===== config.mk =====
export PLATFORM = sky130hd
export DESIGN_NAME = comparator_2bit_arbiter
export DESIGN_NICKNAME = d
export VERILOG_FILES = /design/src/rtl/comparator_2bit_arbiter.sv
export SDC_FILE = /design/constraint.sdc
export NUM_CORES = 1
export LEC_CHECK = 0
export CAP_MARGIN = 5
export CORE_ASPECT_RATIO = 0.7
export CORE_MARGIN = 10
export CORE_UTILIZATION = 39
export DETAILED_ROUTE_END_ITERATION = 12
export PLACE_DENSITY = 0.68
export SETUP_SLACK_MARGIN = 0.15
export SYNTH_ARGS = -nofsm -noshare
export SYNTH_HDL_FRONTEND = slang
export SYNTH_SLANG_ARGS = --single-unit

===== constraint.sdc =====
create_clock -name clk -period 3.2 [get_ports clk]
set_input_delay 0.32 -clock clk [delete_from_list [all_inputs] [get_ports clk]]
set_output_delay 0.32 -clock clk [all_outputs]
set_load 0.03 [all_outputs]

===== src/rtl/comparator_2bit_arbiter.sv =====
// Round-robin scheduler sharing one 2-bit unsigned comparator.
// Two-stage pipeline: ARB picks and registers, CMP compares and responds.

module comparator_2bit (
  input  logic [1:0] a,
  input  logic [1:0] b,
  output logic       y
);
  assign y = (a > b);
endmodule

module comparator_2bit_arbiter #(
  parameter int NREQ  = 4,
  parameter int IDW   = $clog2(NREQ),
  parameter int CNT_W = 8
) (
  input  logic              clk,
  input  logic              rst_n,
  input  logic [NREQ-1:0]   req,
  input  logic [2*NREQ-1:0] a_flat,
  input  logic [2*NREQ-1:0] b_flat,
  output logic [NREQ-1:0]   gnt,
  output logic              rsp_valid,
  output logic [IDW-1:0]    rsp_id,
  output logic              rsp_gt,
  output logic [CNT_W-1:0]  rsp_cnt
);

  logic [IDW-1:0]  ptr;
  logic [IDW-1:0]  ptr_nx;
  logic [IDW-1:0]  win;
  logic            found;
  logic [NREQ-1:0] eligible;
  logic [NREQ-1:0] gnt_nx;
  logic [1:0]      a_sel;
  logic [1:0]      b_sel;
  logic [1:0]      a_q;
  logic [1:0]      b_q;
  logic [IDW-1:0]  id_q;
  logic            v_q;
  logic            y;
  int              s;

  // The requester acked this cycle is masked so a held req
  // counts as a fresh request only one cycle later.
  always_comb begin
    eligible = req & ~gnt;
    found    = 1'b0;
    win      = '0;
    s        = 0;
    for (int k = 0; k < NREQ; k++) begin
      s = int'(ptr) + k;
      if (s >= NREQ) s = s - NREQ;
      if (!found && eligible[IDW'(s)]) begin
        found = 1'b1;
        win   = IDW'(s);
      end
    end
  end

  always_comb begin
    gnt_nx = '0;
    a_sel  = '0;
    b_sel  = '0;
    for (int i = 0; i < NREQ; i++) begin
      if (found && win == IDW'(i)) begin
        gnt_nx[i] = 1'b1;
        a_sel     = a_flat[2*i +: 2];
        b_sel     = b_flat[2*i +: 2];
      end
    end
    if (win == IDW'(NREQ - 1)) ptr_nx = '0;
    else                       ptr_nx = IDW'(win + 1'b1);
  end

  always_ff @(posedge clk or negedge rst_n) begin
    if (!rst_n) begin
      gnt  <= '0;
      v_q  <= 1'b0;
      ptr  <= '0;
      a_q  <= '0;
      b_q  <= '0;
      id_q <= '0;
    end else begin
      gnt <= gnt_nx;
      v_q <= found;
      if (found) begin
        ptr  <= ptr_nx;
        a_q  <= a_sel;
        b_q  <= b_sel;
        id_q <= win;
      end
    end
  end

  comparator_2bit u_cmp (
    .a (a_q),
    .b (b_q),
    .y (y)
  );

  always_ff @(posedge clk or negedge rst_n) begin
    if (!rst_n) begin
      rsp_valid <= 1'b0;
      rsp_id    <= '0;
      rsp_gt    <= 1'b0;
      rsp_cnt   <= '0;
    end else begin
      rsp_valid <= v_q;
      if (v_q) begin
        rsp_id  <= id_q;
        rsp_gt  <= y;
        rsp_cnt <= rsp_cnt + 1'b1;
      end
    end
  end

endmodule


* Word level (Yosys, flattened, before mapping)
Index checks and enable logic that the tools add are counted.
** Word-level totals
- Register bits after elaboration :: 25
- Word-level logic and storage cells :: 81
- Output and inout port bits :: 16
** Operators by class
- $lt $le $gt $ge :: 9
- Multiplexer cells :: 37
- Bitwise logic cells :: 2
- Eq/ne operators :: 3
- Add/sub/neg operators :: 9
- Reductions and logical operators :: 11
** Operator list (count)
- $mux W2 :: 17
- $lt A2 B4 Y1 const B :: 4
- $mux W1 :: 16
- $ge A3 B3 Y1 const B :: 3
- $add A8 B1 Y8 const B :: 1
- $bmux W1 S2 :: 4
- $sub A2 B1 Y2 const B :: 4
- $logic_and A1 B1 Y1 :: 7
- $add A2 B2 Y3 const B :: 2
- $and A4 B4 Y4 :: 1
- $eq A2 B2 Y1 const B :: 2
- $not A4 Y4 :: 1
- $add A2 B1 Y3 const B :: 1
- $ge A2 B3 Y1 const B :: 1
- $logic_not A1 Y1 :: 3
- $add A2 B1 Y2 const B :: 1
- $eq A2 B1 Y1 const B :: 1
- $gt A2 B2 Y1 :: 1
- $logic_not A2 Y1 :: 1

* Logic depth before layout (Yosys ltp)
- Word-level depth :: 21
- Mapped depth :: 10

* Cells and area by module
From an unflattened synthesis, not the netlist that was laid out.
** Second synthesis, totals
- Cell total of the unflattened synthesis :: 120
- Area total of the unflattened synthesis :: 1305.0 um^2
** Modules (own cells, without submodules)
- comparator_2bit_arbiter :: times used 1, seq. area each 625.6 um^2, area each 1257.5 um^2, cells each 114
- comparator_2bit :: times used 1, seq. area each 0.0 um^2, area each 47.5 um^2, cells each 6

* Worst setup path before layout
No wires, ideal clock.
- Path kind :: register to register
- From :: register gnt[0]
- To :: register a_q[0]
- Period minus slack after synthesis :: 2.246 ns
- Stages on the path, launching flop included :: 10
- Arrival time :: 2.164 ns
- Setup slack :: 0.954 ns
- Path buffers :: 0
- Library setup time :: 0.082 ns
- Data required time :: 3.118 ns
- Path through :: dfrtp_1 nor2b_1 mux2i_1 o221ai_1 inv_1 ha_1 nor2b_1 a221oi_1 a211o_1 a31oi_1
** Between the ends
- Cells in the longest elaborated chain, start to end :: 21
** RTL lines
- start, declared :: line 22 : output logic [NREQ-1:0] gnt,
- start signal, assigned :: line 85 : gnt <= gnt_nx;
- $not A4 Y4 (*) :: line 47 : eligible = req & ~gnt;
- $and A4 B4 Y4 (*) :: line 47
- $bmux W1 S2 :: line 54 : if (!found && eligible[IDW'(s)]) begin
- $mux W1 (implied by the code) (2 in a row) :: line 54
- $mux W1 :: line 54
- $logic_not A1 Y1 :: line 54
- $logic_and A1 B1 Y1 :: line 54
- $mux W1 :: line 54
- (+3 left out)
- $logic_not A1 Y1 :: line 54
- $logic_and A1 B1 Y1 :: line 54
- $mux W2 (*) :: line 54
- named net win[0] :: line 31 : logic [IDW-1:0] win;
- $logic_not A2 Y1 :: line 66 : if (found && win == IDW'(i)) begin
- $logic_and A1 B1 Y1 :: line 66
- $mux W2 (3 in a row) :: line 66
- $mux W2 (*) :: line 66
- end signal, assigned :: line 89 : a_q <= a_sel;
- end, declared :: line 37 : logic [1:0] a_q;
Mark *: on every way through the listed nets, which the timed path passes. The rest lies on a longest branch. The select of a mux whose other input is x is not followed.
A chain may end at the register's enable or synchronous reset.

* Final worst setup path
- From :: input port req[0]
- To :: register a_q[1]
** Between the ends
- Cells in the longest elaborated chain, start to end :: 20
** RTL lines
- start, declared :: line 19 : input logic [NREQ-1:0] req,
- $and A4 B4 Y4 (*) :: line 47
- $bmux W1 S2 :: line 54
- $mux W1 (implied by the code) (2 in a row) :: line 54
- $mux W1 :: line 54
- $logic_not A1 Y1 :: line 54
- $logic_and A1 B1 Y1 :: line 54
- $mux W1 :: line 54
- $logic_not A1 Y1 :: line 54
- (+2 left out)
- $logic_not A1 Y1 :: line 54
- $logic_and A1 B1 Y1 :: line 54
- $mux W2 (*) :: line 54
- named net win[0] :: line 31
- $logic_not A2 Y1 :: line 66
- $logic_and A1 B1 Y1 :: line 66
- $mux W2 (3 in a row) :: line 66
- $mux W2 (*) :: line 66
Marks and branches as above.

==> insert_results.sql <==
INSERT INTO impl_metrics (metric_group, metric, value, unit) VALUES
('outcome', 'outcome', 'finished clean', ''),
('worst_hold_path', 'hold-path-endpoint', 'rsp_cnt[7]', ''),
('floorplanning', 'coreArea', '3170', 'sq um'),
('place', 'hpwlAfterDp', '2.18', 'mm'),
('clocking', 'post_cts.repair.setup_buffers', '0', ''),
('route', 'routed_wl', '2.70', 'mm'),
('global_route', 'largest_net_degree_at_the_start_of_global_routing', '26', ''),
('logic_synthesis', 'synth_fp_nets', '150', ''),
('global_route', 'wire_length_of_the_first_global_routing_pass', '4.53', 'mm'),
('sta', 'fmax', '388', 'MHz'),
('clocking', 'cts_inserted_buffers', '3', ''),
('sta', 'period_share', '80.5', '%'),
('worst_setup_path', 'r2r-end', 'a_q[1]', ''),
('clocking', 'cts_num_sinks', '25', ''),
('worst_setup_path', 'worstPathMaxFanout', '7', ''),
('layout', 'drive_gt1_share', '8.92', '%'),
('clocking', 'max-clock-path-buffers', '2', ''),
('layout', 'final_common_cell', 'sky130_fd_sc_hd__clkdlybuf4s50_1', ''),
('global_route', 'antenna_found_initial', '0', ''),
('sta', 'tightestPinTransition', '1090', 'ps'),
('global_route', 'grt_usage', '9.32', '%'),
('pwr', 'ir_drop', '299', 'uV'),
('flow_run', 'drv_cap', '0', ''),
('layout', 'fill_cells', '277', ''),
('logic_synthesis', 'synth.cell_area', '1290', 'sq um'),
('place', 'gp_congestion', '0.832', ''),
('clocking', 'htree_levels', '1', ''),
('global_route', 'grt_pass1_vias', '1008', ''),
('worst_hold_path', 'worst_hold_path.num_cells', '1', ''),
('worst_hold_path', 'hp-start', 'rsp_cnt[7]', ''),
('floorplanning', 'die_height', '68.1', 'microns'),
('worst_setup_path', 'arrival', '2760', 'ps'),
('route', 'drt_drc_violations_left', '0', ''),
('route', 'detailed_routing_iteration_count_for_the_pre_antenna_repair_pass', '4', ''),
('worst_setup_path', 'worst_setup_path_start_kind', 'primary input', ''),
('clocking', 'cts.reportedPaths.clkPinSlew', '80', 'ps'),
('sta', 'relSlewSlack', '26.9', '%'),
('logic_synthesis', 'number_of_synthesized_register_bits', '25', ''),
('floorplanning', 'die-width', '88.7', 'microns'),
('sta', 'min_period', '2580', 'ps'),
('floorplanning', 'die-area', '6040', 'sq um'),
('route', 'vias', '985', ''),
('clocking', 'ctsResizeCount', '0', ''),
('global_route', 'globalRoute.totalOverflow', '0', ''),
('sta', 'setup_viol', '0', ''),
('clocking', 'tritoncts', 'yes', ''),
('worst_setup_path', 'crit_type', 'primary input to register', ''),
('clocking', 'cts_hold_buffers', '0', ''),
('layout', 'antenna_cells_inserted', '0', ''),
('sta', 'finalHoldViolations', '0', ''),
('pwr', 'total_power', '1.78', 'mW'),
('logic_synthesis', 'yosysWarningCount', '0', ''),
('place', 'buffer_ports.inserted', '37', ''),
('layout', 'area_growth_syn_to_layout', '33.3', '%'),
('route', 'vias_per_cell', '5.05', ''),
('worst_setup_path', 'regToRegStartpoint', 'gnt[0]', ''),
('floorplanning', 'io_pins', '38', ''),
('worst_setup_path', 'worst_setup_path_end_kind', 'register', ''),
('worst_setup_path', 'rr_worst_depth', '9', ''),
('layout', 'design.final.nets', '187', ''),
('sta', 'setup_repair_after_global_routing_missed_its_margin', 'no', ''),
('layout', 'layout_common_cells', '37 x sky130_fd_sc_hd__clkdlybuf4s50_1, 25 x sky130_fd_sc_hd__dfrtp_1, 12 x sky130_fd_sc_hd__inv_1', ''),
('clocking', 'clock_tree.root_cell', 'sky130_fd_sc_hd__clkbuf_8', ''),
('worst_hold_path', 'hold_path.class', 'register to register', ''),
('logic_synthesis', 'synth.distinct_cells', '34', ''),
('floorplanning', 'initial_utilization', '40.7', '%'),
('pwr', 'power.static_leakage', '0.775', 'nW'),
('worst_setup_path', 'worstPathRequired', '3390', 'ps'),
('route', 'wire_per_inst', '13.9', 'microns'),
('floorplanning', 'num_rows', '17', ''),
('route', 'route.antenna.remaining_nets', '0', ''),
('pwr', 'cellPowerDensity', '1040', 'nW/um^2'),
('logic_synthesis', 'sequential_share_of_the_synthesized_area', '48.5', '%'),
('logic_synthesis', 'synth.avg_cell_area', '10.7', 'sq um'),
('route', 'drt-initial-drc-count', '39', ''),
('clocking', 'clock_insertion_delay_worst_skew', '260', 'ps'),
('sta', 'final_max_slew_viol_count', '0', ''),
('logic_synthesis', 'netlist_instances', '121', ''),
('sta', 'totalNegativeSetupSlack', '0', 'ps'),
('sta', 'fin_worst_skew', '3.25', 'ps'),
('worst_setup_path', 'reg2reg_setup_slack', '790', 'ps');
## kinds of logic after synthesis
logic type      Yosys count  synth area share [%]
compound gates           26                  13.6
xor+xnor                  7                  4.75
fa+ha+maj                 7                  6.79
buf+inv                  17                  6.11
flops                    25                  48.5
mux                       6                  5.43
simple gates             33                  14.8
## sequential cells by signal, summed over array words and instances (netlist names)
name       cells
v_q            1
ptr            2
rsp_id         2
rsp_gt         1
rsp_valid      1
gnt            4
rsp_cnt        8
id_q           2
a_q            2
b_q            2
## critical path: stages
cell	delay, ps
sky130_fd_sc_hd__clkdlybuf4s50_1	480
sky130_fd_sc_hd__nor2b_1	230
sky130_fd_sc_hd__mux2i_1	130
sky130_fd_sc_hd__o221ai_1	390
sky130_fd_sc_hd__inv_1	130
sky130_fd_sc_hd__ha_1	300
sky130_fd_sc_hd__nor2b_1	220
sky130_fd_sc_hd__a221oi_1	110
sky130_fd_sc_hd__a211o_1	290
sky130_fd_sc_hd__a31oi_1	160
## stage by stage
stage,cells,util [%],setup WS [ps],hold WS [ps],area (sq um)
2_1_floorplan,121,-,954,24.4,1290
3_3_place_gp,191,52.8,546,457,1670
3_5_place_dp,191,52.8,381,460,1670
4_1_cts,195,54.2,654,473,1720
5_1_grt,195,54.2,385,518,1720
6_report,195,54.2,625,465,1720
## cell type report
type	instances	area, sq um	share of cell area, %
Clock buffer	4	45.0	2.62
Inverter	12	45.0	2.62
Multi-Input combinational cell	79	586	34.1
Sequential cell	25	626	36.4
Tap cell	38	47.5	2.77
Timing Repair Buffer	37	370	21.5
## routing by layer
| metal | routed length [microns] | global-route usage [%] |
|---|---|---|
| met1 | 1180 | 11.0 |
| met5 | 0 | 0 |
| met3 | 247 | 4.15 |
| met4 | 14 | 3.61 |
| met2 | 1260 | 14.7 |
## where the power goes
group / leakage (nW) / switching [mW] / total [mW] / internal [mW]
clock network: 0.0228 / 0.0909 / 0.180 / 0.0888
registers: 0.300 / 0.125 / 0.593 / 0.469
logic: 0.452 / 0.521 / 1.01 / 0.490
## cell usage after synthesis (all sizes together)
master	number	area (sq um)
or2b	1	7.51
xor2	3	26.3
buf	3	26.3
nand2b	2	12.5
and3	1	6.26
nor2b	5	38.8
nor3	1	5.00
a22oi	1	7.51
mux2i	1	10.0
ha	7	87.6
mux2	5	60.1
xnor2	4	35.0
o22ai	1	6.26
inv	12	45.0
nand4	3	18.8
and2	4	30.0
dfrtp	25	626
nand2	8	30.0
o21ai	6	37.5
o22a	1	8.76
clkbuf	2	7.51
or4	1	11.3
a31oi	3	18.8
and3b	1	8.76
a211o	3	26.3
a21oi	7	35.0
o221ai	1	8.76
a221oi	3	26.3
nor2	6	22.5
## worst max path at each step
| stage | startpoint | to | slack [ps] | cells after the start |
|---|---|---|---|---|
| after floorplan | gnt[0] | a_q[0] | 950 | 9 |
| after global placement | req[0] | a_q[1] | 550 | 10 |
| after detailed placement | req[0] | a_q[1] | 380 | 10 |
| after CTS | req[0] | a_q[1] | 650 | 10 |
| after global routing | req[0] | a_q[1] | 390 | 10 |
| final | req[0] | a_q[1] | 620 | 10 |
Note: power is estimated with default switching activity, not from simulation.
